$ cat config.mk
export PLATFORM = sky130hd
export DESIGN_NAME = ps2_host_ctrl_flat
export DESIGN_NICKNAME = d
export VERILOG_FILES = /design/src/rtl/ps2_host_ctrl_pkg.sv /design/src/rtl/ps2_host_ctrl_if.sv /design/src/rtl/ps2_host_ctrl_line_filter.sv /design/src/rtl/ps2_host_ctrl.sv /design/src/flat_wrapper.sv
export SDC_FILE = /design/constraint.sdc
export NUM_CORES = 1
export LEC_CHECK = 0
export ABC_AREA = 1
export CAP_MARGIN = 20
export CORE_ASPECT_RATIO = 1.4
export CORE_MARGIN = 2
export CORE_UTILIZATION = 25
export CTS_CLUSTER_DIAMETER = 100
export DETAILED_ROUTE_END_ITERATION = 16
export GPL_ROUTABILITY_DRIVEN = 0
export PLACE_DENSITY = 0.41
export SLEW_MARGIN = 0
export SYNTH_ARGS = -nofsm -noshare
export SYNTH_HDL_FRONTEND = slang
export SYNTH_SLANG_ARGS = --single-unit
export TNS_END_PERCENT = 10
$ cat constraint.sdc
create_clock -name clk_100mhz -period 5.3 [get_ports clk_100mhz]
set_clock_uncertainty 0.1 [all_clocks]
set_input_delay 1.59 -clock clk_100mhz [delete_from_list [all_inputs] [get_ports clk_100mhz]]
set_output_delay 1.59 -clock clk_100mhz [all_outputs]
set_load 0.01 [all_outputs]
$ cat src/rtl/ps2_host_ctrl_pkg.sv
// Shared types and constants for the PS/2 host-to-device command path.
// Used by the controller, its line filter and any bench that drives them.
package ps2_pkg;

    typedef enum logic [2:0] {
        ST_IDLE,
        ST_INHIBIT,
        ST_START,
        ST_TX,
        ST_LINE_ACK,
        ST_ACK_WAIT
    } ps2_state_e;

    localparam logic [7:0] PS2_ACK     = 8'hFA;
    localparam logic [7:0] PS2_RESEND  = 8'hFE;
    localparam logic [7:0] PS2_SET_LED = 8'hED;

    localparam logic [1:0] ERR_NONE        = 2'd0;
    localparam logic [1:0] ERR_BIT_TIMEOUT = 2'd1;
    localparam logic [1:0] ERR_NO_LINE_ACK = 2'd2;
    localparam logic [1:0] ERR_NO_ACK      = 2'd3;

    // Bits shifted out after the start bit: data LSB first, odd parity, stop.
    function automatic logic [9:0] ps2_frame(input logic [7:0] b);
        return {1'b1, ~^b, b};
    endfunction

endpackage

$ cat src/rtl/ps2_host_ctrl_if.sv
// Command/status bundle between a system-side requester and ps2_host_ctrl.
// cmd_valid/cmd_ready: a command transfers on the cycle both are high; the
// requester holds cmd_valid and payload stable until then, and cmd_ready never
// waits on cmd_valid. done/err are single-cycle pulses; err_code is level.
interface ps2_host_ctrl_if;
    import ps2_pkg::*;

    logic       cmd_valid;
    logic       cmd_ready;
    logic [7:0] cmd_byte;
    logic       cmd_has_arg;
    logic [7:0] cmd_arg;
    logic       busy;
    logic       done;
    logic       err;
    logic [1:0] err_code;

    modport master (
        output cmd_valid, cmd_byte, cmd_has_arg, cmd_arg,
        input  cmd_ready, busy, done, err, err_code
    );

    modport slave (
        input  cmd_valid, cmd_byte, cmd_has_arg, cmd_arg,
        output cmd_ready, busy, done, err, err_code
    );

endinterface

$ cat src/rtl/ps2_host_ctrl_line_filter.sv
// Two-flop synchronizer plus 4-sample glitch filter for one PS/2 bus line.
// fall is high for exactly the cycle before the filtered level drops to 0.
module ps2_line_filter (
    input  logic clk_100mhz,
    input  logic rst_n,
    input  logic line,
    output logic level,
    output logic fall
);

    logic       sync1, sync2;
    logic [3:0] samples;

    always_ff @(posedge clk_100mhz or negedge rst_n) begin
        if (!rst_n) begin
            sync1   <= 1'b1;
            sync2   <= 1'b1;
            samples <= 4'hF;
            level   <= 1'b1;
        end else begin
            sync1   <= line;
            sync2   <= sync1;
            samples <= {samples[2:0], sync2};
            if (samples == 4'hF) level <= 1'b1;
            else if (samples == 4'h0) level <= 1'b0;
        end
    end

    assign fall = level && (samples == 4'h0);

endmodule

$ cat src/rtl/ps2_host_ctrl.sv
// PS/2 host-to-device transmitter: inhibit, start, 10 clocked bits, line-ack,
// then waits for the device's ACK/RESEND byte, with optional argument byte.
module ps2_host_ctrl
    import ps2_pkg::*;
#(
    parameter int INHIBIT_CYC     = 10000,
    parameter int BIT_TIMEOUT_CYC = 200000,
    parameter int ACK_TIMEOUT_CYC = 2000000,
    parameter int MAX_RETRY       = 2
) (
    input  logic              clk_100mhz,
    input  logic              rst_n,
    input  logic              ps2_c,
    input  logic              ps2_d,
    output logic              ps2_c_oe,
    output logic              ps2_d_oe,
    input  logic              rx_valid,
    input  logic [7:0]        rx_byte,
    output logic              host_tx_active,
    ps2_host_ctrl_if.slave    cmd,
    output ps2_state_e        state_dbg
);

    localparam int TW = $clog2(ACK_TIMEOUT_CYC + 1);
    localparam int RW = $clog2(MAX_RETRY + 1);
    localparam logic [TW-1:0] INH_LOAD = TW'(INHIBIT_CYC - 1);
    localparam logic [TW-1:0] BIT_LOAD = TW'(BIT_TIMEOUT_CYC - 1);
    localparam logic [TW-1:0] ACK_LOAD = TW'(ACK_TIMEOUT_CYC - 1);

    ps2_state_e    state;
    logic [TW-1:0] timer;
    logic [RW-1:0] retry;
    logic [3:0]    bit_cnt;
    logic [7:0]    tx_byte;
    logic [7:0]    arg_byte;
    logic          arg_pending;
    logic [9:0]    frame;
    logic          c_level, c_fall, d_level, d_fall_unused;

    ps2_line_filter u_c_filt (
        .clk_100mhz (clk_100mhz), .rst_n (rst_n), .line (ps2_c),
        .level (c_level), .fall (c_fall)
    );

    ps2_line_filter u_d_filt (
        .clk_100mhz (clk_100mhz), .rst_n (rst_n), .line (ps2_d),
        .level (d_level), .fall (d_fall_unused)
    );

    assign frame          = ps2_frame(tx_byte);
    assign state_dbg      = state;
    assign cmd.cmd_ready  = (state == ST_IDLE);
    assign cmd.busy       = (state != ST_IDLE);
    assign host_tx_active = (state == ST_INHIBIT) || (state == ST_START) ||
                            (state == ST_TX) || (state == ST_LINE_ACK);

    always_ff @(posedge clk_100mhz or negedge rst_n) begin
        if (!rst_n) begin
            state        <= ST_IDLE;
            timer        <= '0;
            retry        <= '0;
            bit_cnt      <= '0;
            tx_byte      <= '0;
            arg_byte     <= '0;
            arg_pending  <= 1'b0;
            ps2_c_oe     <= 1'b0;
            ps2_d_oe     <= 1'b0;
            cmd.done     <= 1'b0;
            cmd.err      <= 1'b0;
            cmd.err_code <= ERR_NONE;
        end else begin
            cmd.done <= 1'b0;
            cmd.err  <= 1'b0;
            case (state)
                ST_IDLE: begin
                    if (cmd.cmd_valid) begin
                        tx_byte      <= cmd.cmd_byte;
                        arg_byte     <= cmd.cmd_arg;
                        arg_pending  <= cmd.cmd_has_arg;
                        retry        <= '0;
                        cmd.err_code <= ERR_NONE;
                        ps2_c_oe     <= 1'b1;
                        timer        <= INH_LOAD;
                        state        <= ST_INHIBIT;
                    end
                end
                ST_INHIBIT: begin
                    if (timer == '0) begin
                        ps2_c_oe <= 1'b0;
                        ps2_d_oe <= 1'b1;
                        state    <= ST_START;
                    end else begin
                        timer <= timer - 1'b1;
                    end
                end
                ST_START: begin
                    bit_cnt <= '0;
                    timer   <= BIT_LOAD;
                    state   <= ST_TX;
                end
                ST_TX: begin
                    // Stop bit is a 1, so the tenth fall releases the data line.
                    if (c_fall) begin
                        ps2_d_oe <= ~frame[bit_cnt];
                        timer    <= BIT_LOAD;
                        if (bit_cnt == 4'd9) state <= ST_LINE_ACK;
                        else bit_cnt <= bit_cnt + 1'b1;
                    end else if (timer == '0) begin
                        ps2_d_oe     <= 1'b0;
                        cmd.err      <= 1'b1;
                        cmd.err_code <= ERR_BIT_TIMEOUT;
                        state        <= ST_IDLE;
                    end else begin
                        timer <= timer - 1'b1;
                    end
                end
                ST_LINE_ACK: begin
                    if (c_fall) begin
                        if (!d_level) begin
                            timer <= ACK_LOAD;
                            state <= ST_ACK_WAIT;
                        end else begin
                            ps2_d_oe     <= 1'b0;
                            cmd.err      <= 1'b1;
                            cmd.err_code <= ERR_NO_LINE_ACK;
                            state        <= ST_IDLE;
                        end
                    end else if (timer == '0) begin
                        ps2_d_oe     <= 1'b0;
                        cmd.err      <= 1'b1;
                        cmd.err_code <= ERR_BIT_TIMEOUT;
                        state        <= ST_IDLE;
                    end else begin
                        timer <= timer - 1'b1;
                    end
                end
                ST_ACK_WAIT: begin
                    // Any received byte takes priority over a same-cycle expiry.
                    if (rx_valid) begin
                        if (rx_byte == PS2_ACK) begin
                            if (arg_pending) begin
                                tx_byte     <= arg_byte;
                                arg_pending <= 1'b0;
                                retry       <= '0;
                                ps2_c_oe    <= 1'b1;
                                timer       <= INH_LOAD;
                                state       <= ST_INHIBIT;
                            end else begin
                                cmd.done <= 1'b1;
                                state    <= ST_IDLE;
                            end
                        end else if (rx_byte == PS2_RESEND) begin
                            if (32'(retry) < MAX_RETRY) begin
                                retry    <= retry + 1'b1;
                                ps2_c_oe <= 1'b1;
                                timer    <= INH_LOAD;
                                state    <= ST_INHIBIT;
                            end else begin
                                cmd.err      <= 1'b1;
                                cmd.err_code <= ERR_NO_ACK;
                                state        <= ST_IDLE;
                            end
                        end
                    end else if (timer == '0) begin
                        cmd.err      <= 1'b1;
                        cmd.err_code <= ERR_NO_ACK;
                        state        <= ST_IDLE;
                    end else begin
                        timer <= timer - 1'b1;
                    end
                end
                default: begin
                    ps2_c_oe <= 1'b0;
                    ps2_d_oe <= 1'b0;
                    state    <= ST_IDLE;
                end
            endcase
        end
    end

endmodule

$ cat src/flat_wrapper.sv
// flat-port wrapper written by rule: the top's interface ports become plain ports
module ps2_host_ctrl_flat import ps2_pkg::*;
#(
    parameter int INHIBIT_CYC     = 10000,
    parameter int BIT_TIMEOUT_CYC = 200000,
    parameter int ACK_TIMEOUT_CYC = 2000000,
    parameter int MAX_RETRY       = 2
)
  (clk_100mhz, rst_n, ps2_c, ps2_d, ps2_c_oe, ps2_d_oe, rx_valid, rx_byte, host_tx_active, state_dbg, cmd_cmd_valid, cmd_cmd_byte, cmd_cmd_has_arg, cmd_cmd_arg, cmd_cmd_ready, cmd_busy, cmd_done, cmd_err, cmd_err_code);
  ps2_host_ctrl_if cmd_i ();
  input  logic clk_100mhz;
  input  logic rst_n;
  input  logic ps2_c;
  input  logic ps2_d;
  output logic ps2_c_oe;
  output logic ps2_d_oe;
  input  logic rx_valid;
  input  logic [7:0] rx_byte;
  output logic host_tx_active;
  output ps2_state_e state_dbg;
  input wire logic [$bits(cmd_i.cmd_valid)-1:0] cmd_cmd_valid;
  input wire logic [$bits(cmd_i.cmd_byte)-1:0] cmd_cmd_byte;
  input wire logic [$bits(cmd_i.cmd_has_arg)-1:0] cmd_cmd_has_arg;
  input wire logic [$bits(cmd_i.cmd_arg)-1:0] cmd_cmd_arg;
  output wire logic [$bits(cmd_i.cmd_ready)-1:0] cmd_cmd_ready;
  output wire logic [$bits(cmd_i.busy)-1:0] cmd_busy;
  output wire logic [$bits(cmd_i.done)-1:0] cmd_done;
  output wire logic [$bits(cmd_i.err)-1:0] cmd_err;
  output wire logic [$bits(cmd_i.err_code)-1:0] cmd_err_code;
  assign cmd_i.cmd_valid = cmd_cmd_valid;
  assign cmd_i.cmd_byte = cmd_cmd_byte;
  assign cmd_i.cmd_has_arg = cmd_cmd_has_arg;
  assign cmd_i.cmd_arg = cmd_cmd_arg;
  assign cmd_cmd_ready = cmd_i.cmd_ready;
  assign cmd_busy = cmd_i.busy;
  assign cmd_done = cmd_i.done;
  assign cmd_err = cmd_i.err;
  assign cmd_err_code = cmd_i.err_code;
  ps2_host_ctrl #(.INHIBIT_CYC(INHIBIT_CYC), .BIT_TIMEOUT_CYC(BIT_TIMEOUT_CYC), .ACK_TIMEOUT_CYC(ACK_TIMEOUT_CYC), .MAX_RETRY(MAX_RETRY)) u_core (.clk_100mhz(clk_100mhz), .rst_n(rst_n), .ps2_c(ps2_c), .ps2_d(ps2_d), .ps2_c_oe(ps2_c_oe), .ps2_d_oe(ps2_d_oe), .rx_valid(rx_valid), .rx_byte(rx_byte), .host_tx_active(host_tx_active), .cmd(cmd_i), .state_dbg(state_dbg));
endmodule
After elaboration in Yosys (flattened, before gate mapping)
Index checks and enable logic that the tools add are counted.
- input bits: 31
- output and inout port bits: 12
- word-level logic and storage cells: 173
- register bits after elaboration: 67
- equal/unequal tests: 31
- multiplexer cells: 86
- bitwise operators: 3
- magnitude comparators: 2
- $add $sub $neg: 3
- reduce and logical (&&, ||, !) cells: 28
- operators with widths (operator ; number):
    two-way mux 21 bit ; 10
    case mux 21 bit (6 select lines) ; 1
    two-way mux 1 bit ; 34
    two-way mux 8 bit ; 4
    two-way mux 2 bit ; 15
    two-way mux 3 bit ; 10
    logical NOT 21 bit ; 1
    subtractor 21 x 1 -> 21 bit (second input constant) ; 1
    case mux 3 bit (6 select lines) ; 1
    == test 8 bit (second input constant) ; 2
    case mux 8 bit (2 select lines) ; 1
    inequality test 3 bit (second input constant) ; 5
    == test 4 bit (second input constant) ; 3
    AND reduction 6 bit ; 2
    inequality test 2 bit (second input constant) ; 5
    inequality test 3 x 2 -> 1 bit (second input constant) ; 3
    logical NOT 4 bit ; 2
    two-way mux 4 bit ; 2
    inequality test 4 x 2 -> 1 bit (second input constant) ; 2
    case mux 1 bit (4 select lines) ; 2
    case mux 2 bit (4 select lines) ; 1
    case mux 4 bit (2 select lines) ; 1
    AND reduction 4 bit ; 2
    AND reduction 8 bit ; 1
    28 further kinds ; 42

Depth between registers and ports, before layout
- depth after elaboration: 6
- mapped depth: 13
- depth with buffers taken out: 12

Modules after synthesis
A second synthesis with hierarchy kept.
- cell total of the unflattened synthesis: 568
- area, all modules: 4068.9 um2
- modules (own cells, without submodules) (module ; seq. area each (um2) ; cells each ; area each (um2) ; instances):
    ps2_host_ctrl ; 1326.3 ; 538 ; 3636.0 ; 1
    ps2_line_filter ; 183.9 ; 15 ; 216.5 ; 2

Worst setup path before layout
Ideal clock, no wire load.
- kind: input-to-reg
- from: input rx_byte[7]
- to: register u_core.tx_byte[6]
- library setup time: 0.122 ns
- required time: 5.078 ns
- path buffers: 1
- path slack: 2.350 ns
- stages on the path: 12
- arrival: 2.728 ns
- cell sequence: nand2_1 -> nor2_1 -> inv_1 -> nor2_2 -> nor2_1 -> o21ai_1 -> nand3_4 -> nor2_4 -> nand2_4 -> buf_8 -> nand2_2 -> o21ai_2
- longest elaborated chain between the ends: 3
- ends and longest elaborated chain (what ; RTL line ; RTL):
    from (decl) ; flat_wrapper.sv:18 ; input logic [7:0] rx_byte;
    == test 8 bit ; ps2_host_ctrl.sv:140 ; if (rx_byte == PS2_ACK) begin
    inequality test 2 x 1 -> 1 bit (no source line) ; - ;
    AND reduction 5 bit (no source line) ; - ;
    to (signal assigned) ; ps2_host_ctrl.sv:77 ; tx_byte <= cmd.cmd_byte;
    to (signal assigned) ; ps2_host_ctrl.sv:142 ; tx_byte <= arg_byte;
    to (decl) ; ps2_host_ctrl.sv:34 ; logic [7:0] tx_byte;
Every way passes these cells.
A chain may end at the register's enable or synchronous reset.

Worst setup path in the final report
- from: register u_core.state[0], in the netlist u_core.state_dbg[0]
- to: output host_tx_active
- longest elaborated chain between the ends: 4
- elaborated cells between the ends (all ways): 7
- classes of those cells: eq/ne (4); reduce/logical (3)
- ends and longest elaborated chain (what ; RTL line ; RTL):
    from (decl) ; ps2_host_ctrl.sv:30 ; ps2_state_e state;
    from (signal assigned) ; ps2_host_ctrl.sv:59 ; state <= ST_IDLE;
    from (signal assigned) ; ps2_host_ctrl.sv:84 ; state <= ST_INHIBIT;
    from (signal assigned) ; ps2_host_ctrl.sv:91 ; state <= ST_START;
    == test 3 x 1 -> 1 bit / == test 3 x 2 -> 1 bit (equally long branches) ; ps2_host_ctrl.sv:54 ; assign host_tx_active = (state == ST_INHIBIT) || (state == ST_START) ||
    logical OR 1 bit (2 in series) ; ps2_host_ctrl.sv:54 ;
    logical OR 1 bit (*) ; ps2_host_ctrl.sv:55 ; (state == ST_TX) || (state == ST_LINE_ACK);
    to (decl) ; flat_wrapper.sv:19 ; output logic host_tx_active;
Mark *: on every way between the ends. The rest lies on a longest branch, timed or not.

==> impl_metrics.env <==
export IMPL_mostFrequentLayoutCells="124 x nand2_1, 64 x inv_1, 61 x nor2_1"
export IMPL_slew_violations=0
export IMPL_critPathMaxFanout=7
export IMPL_holdPathStages=0
export IMPL_finalNetCount=603
export IMPL_ys_flop_type="dfrtp_1"
export IMPL_crit_cells=7
export IMPL_synth_cell_type_count=48
export IMPL_synthCells=521
export IMPL_areaGrowthSynthToFinish_pct=21.5
export IMPL_fin_util=0.309
export IMPL_synth_edf_count=0
export IMPL_hold_viol_final=0
export IMPL_powerDensity_mw_per_mm2=515
export IMPL_outcome="finished, final reports clean"
export IMPL_fmax_mhz=258
export IMPL_cts_buffers=9
export IMPL_fin_crit_sh=0.730
export IMPL_holdPathEnd="u_core.u_c_filt.sync2$_DFF_PN1_"
export IMPL_cts_htree_levels=3
export IMPL_startpoint_type="flip-flop"
export IMPL_postCtsSetupBuffers=0
export IMPL_drive_gt1_frac=0.159
export IMPL_dp_final_hpwl_microns=8700
export IMPL_ys_warnings_count=0
export IMPL_cts_hold_buf=0
export IMPL_setup_violations=0
export IMPL_swShare=0.441
export IMPL_p_clk_frac=0.215
export IMPL_ant_nets=0
export IMPL_mostFrequentLayoutCell="nand2_1"
export IMPL_cts_tree="done"
export IMPL_ir_drop_uv=213
export IMPL_wl_per_cell_microns=14.7
export IMPL_cap_viol_max_count=0
export IMPL_worstMarginPinSlew_ns=0.712
export IMPL_pin_count=43
export IMPL_switchingPower_w=0.00113
export IMPL_tns_ns=0
export IMPL_clkLatencyLatePin_ns=0.34
export IMPL_fin_area_sq_mm=0.00497
export IMPL_rsz0062_at_grt="false"
export IMPL_hp_class="flip-flop to flip-flop"
export IMPL_r2r_setup_slack_ns=2.37
export IMPL_yosysSeqAreaShare=0.414
export IMPL_grt_overflow=0
export IMPL_slew_headroom=0.524
export IMPL_post_dp_cell_area_sq_mm=0.00471
export IMPL_cpPeakStageDelay_ns=0.56
export IMPL_drc=0
export IMPL_io_buffers=42
export IMPL_wl_microns=11400
export IMPL_num_rows=55
export IMPL_finalCriticalPeriod_ns=3.87
export IMPL_worstReg2RegStart="u_core.timer[0]$_DFFE_PN0P_"
export IMPL_reg2regPathDepth=11
export IMPL_track_usage=0.138
export IMPL_grt_pass1_wl_microns=18700
export IMPL_comb_power_share=0.465
export IMPL_seqPwrFrac=0.319
export IMPL_die_height_microns=155
export IMPL_hp_start="u_core.u_c_filt.sync1$_DFF_PN1_"
export IMPL_synth_seq_cells=67
export IMPL_antenna_cells=0
export IMPL_power_internal_w=0.00143
export IMPL_grt_pass1_vias=3717
export IMPL_drt_vias_per_instance=4.61
export IMPL_endpoint_kind="primary output"
export IMPL_core_area_sq_mm=0.0161
export IMPL_floorplan_die_width_microns=112
export IMPL_worstPathArrival_ns=2.18
export IMPL_cts_clk_slew_worst_paths_ns=0.06
export IMPL_grt_max_degree=46
export IMPL_first_pass_iters=4
export IMPL_p_leak_nw=2.37
export IMPL_crit_type="flip-flop to primary output"
export IMPL_path_cells="inv_2 > nor2_4 > nand2_1 > nand2_1 > inv_1 > nand3_1 > clkdlybuf4s50_1"
export IMPL_synth_nets=555
export IMPL_syn_area_per_cell_sq_um=7.85
export IMPL_critical_path_top_delay_family="buffers and inverters"
export IMPL_cts_root_buf="clkbuf_16"
export IMPL_die_area_sq_mm=0.0174
export IMPL_cts_path_max_buffers=2
export IMPL_r2r_end="u_core.state_dbg[1]$_DFFE_PN0P_"
export IMPL_crit_buf_inv=3
export IMPL_synthArstFlopShare=1.00
export IMPL_worstPathRequired_ns=3.61
export IMPL_cts_resized_gates=0
export IMPL_clkSinkCount=67
export IMPL_drt_iter0_drc=143
export IMPL_route_vias_total=3566
export IMPL_synth_cell_area_sq_mm=0.00409
export IMPL_start_util=0.254
export IMPL_crit_top_cell="nand2_1"
export IMPL_antenna_found_initial=0
export IMPL_critPathSlowestCell="clkdlybuf4s50_1"
[synthesized netlist by cell type (2+ instances only)]
master	number	area [sq um]
a21boi_0	2	15.0
a21o_1	2	15.0
a21oi_1	16	80.1
a22oi_1	3	22.5
buf_2	2	10.0
buf_6	2	22.5
dfrtp_1	53	1330
dfstp_2	14	368
ha_1	3	37.5
inv_1	64	240
inv_2	5	18.8
mux2_2	8	90.1
mux2i_1	8	80.1
nand2_1	124	465
nand2_2	8	50.1
nand2_4	3	33.8
nand3_1	29	145
nand3_2	4	40.0
nand4_1	12	75.1
nor2_1	61	229
nor2_2	6	37.5
nor2_4	5	56.3
nor3_1	8	40.0
o21ai_0	23	115
o21ai_1	4	20.0
o21ai_2	15	131
o31ai_1	4	30.0
xor2_1	13	114
[registers in the layout, indices dropped and copies added, names as in the netlist]
| name | count |
|---|---|
| u_core.timer | 21 |
| u_core.arg_byte | 8 |
| u_core.tx_byte | 8 |
| u_core.bit_cnt | 4 |
| u_core.u_c_filt.samples | 4 |
| u_core.u_d_filt.samples | 4 |
| u_core.state_dbg | 3 |
| u_core.cmd.err_code | 2 |
| u_core.retry | 2 |
| u_core.arg_pending | 1 |
| u_core.cmd.done | 1 |
| u_core.cmd.err | 1 |
| u_core.ps2_c_oe | 1 |
| u_core.ps2_d_oe | 1 |
| u_core.u_c_filt.level | 1 |
| u_core.u_c_filt.sync1 | 1 |
| u_core.u_c_filt.sync2 | 1 |
| u_core.u_d_filt.level | 1 |
| u_core.u_d_filt.sync1 | 1 |
| u_core.u_d_filt.sync2 | 1 |
[kinds of logic after synthesis]
| kind of cell | after synthesis | share of synthesized area |
|---|---|---|
| flops | 67 | 0.414 |
| compound gates | 78 | 0.124 |
| buf+inv | 76 | 0.0783 |
| fa+ha+maj | 3 | 0.00918 |
| simple gates | 267 | 0.303 |
| xor+xnor | 14 | 0.0300 |
| mux | 16 | 0.0416 |
[per-stage QoR]
| stage | power [W] | setup WS [ns] | instances | hold WS (ns) |
|---|---|---|---|---|
| global route | 0.00279 | 1.28 | 773 | 0.259 |
| CTS | 0.00261 | 1.41 | 773 | 0.254 |
| global placement | 0.00203 | 1.58 | 757 | 0.246 |
| finish | 0.00256 | 1.43 | 773 | 0.250 |
| detailed placement | 0.00204 | 1.52 | 757 | 0.248 |
| floorplan | 0.00170 | 2.35 | 521 | 0.245 |
[power groups by stage]
stage               Sequential, W  Clock (W)  Combinational (W)
finish                   0.000817   0.000551            0.00119
global route             0.000846   0.000593            0.00135
CTS                      0.000820   0.000570            0.00122
detailed placement       0.000829          0            0.00121
global placement         0.000825          0            0.00120
floorplan                0.000787          0           0.000912
[routing by layer]
metal,vias to the layer above,GRT usage,part of all wire
met2,59,0.248,0.52
met3,24,0.0284,0.029
li1,1794,-,-
met1,1689,0.152,0.41
met4,0,0.0714,0.033
met5,-,0,0
[how the worst max path moves through the flow]
stage | startpoint | end
floorplan | rx_byte[7] | u_core.tx_byte[6]$_DFFE_PN0P_
global placement | rx_byte[7] | u_core.timer[19]$_DFFE_PN0P_
detailed placement | rx_byte[7] | u_core.timer[18]$_DFFE_PN0P_
CTS | u_core.state_dbg[0]$_DFFE_PN0P_ | host_tx_active
global route | u_core.state_dbg[0]$_DFFE_PN0P_ | host_tx_active
finish | u_core.state_dbg[0]$_DFFE_PN0P_ | host_tx_active
[cell type report]
cell class / instances / area, sq um
Clock buffer: 11 / 233
Clock inverter: 5 / 30.0
Fill cell: 1767 / 11100
Inverter: 70 / 265
Multi-Input combinational cell: 378 / 2080
Sequential cell: 67 / 1690
Tap cell: 199 / 249
Timing Repair Buffer: 43 / 423
No activity file was read; power rests on OpenSTA's default activity.
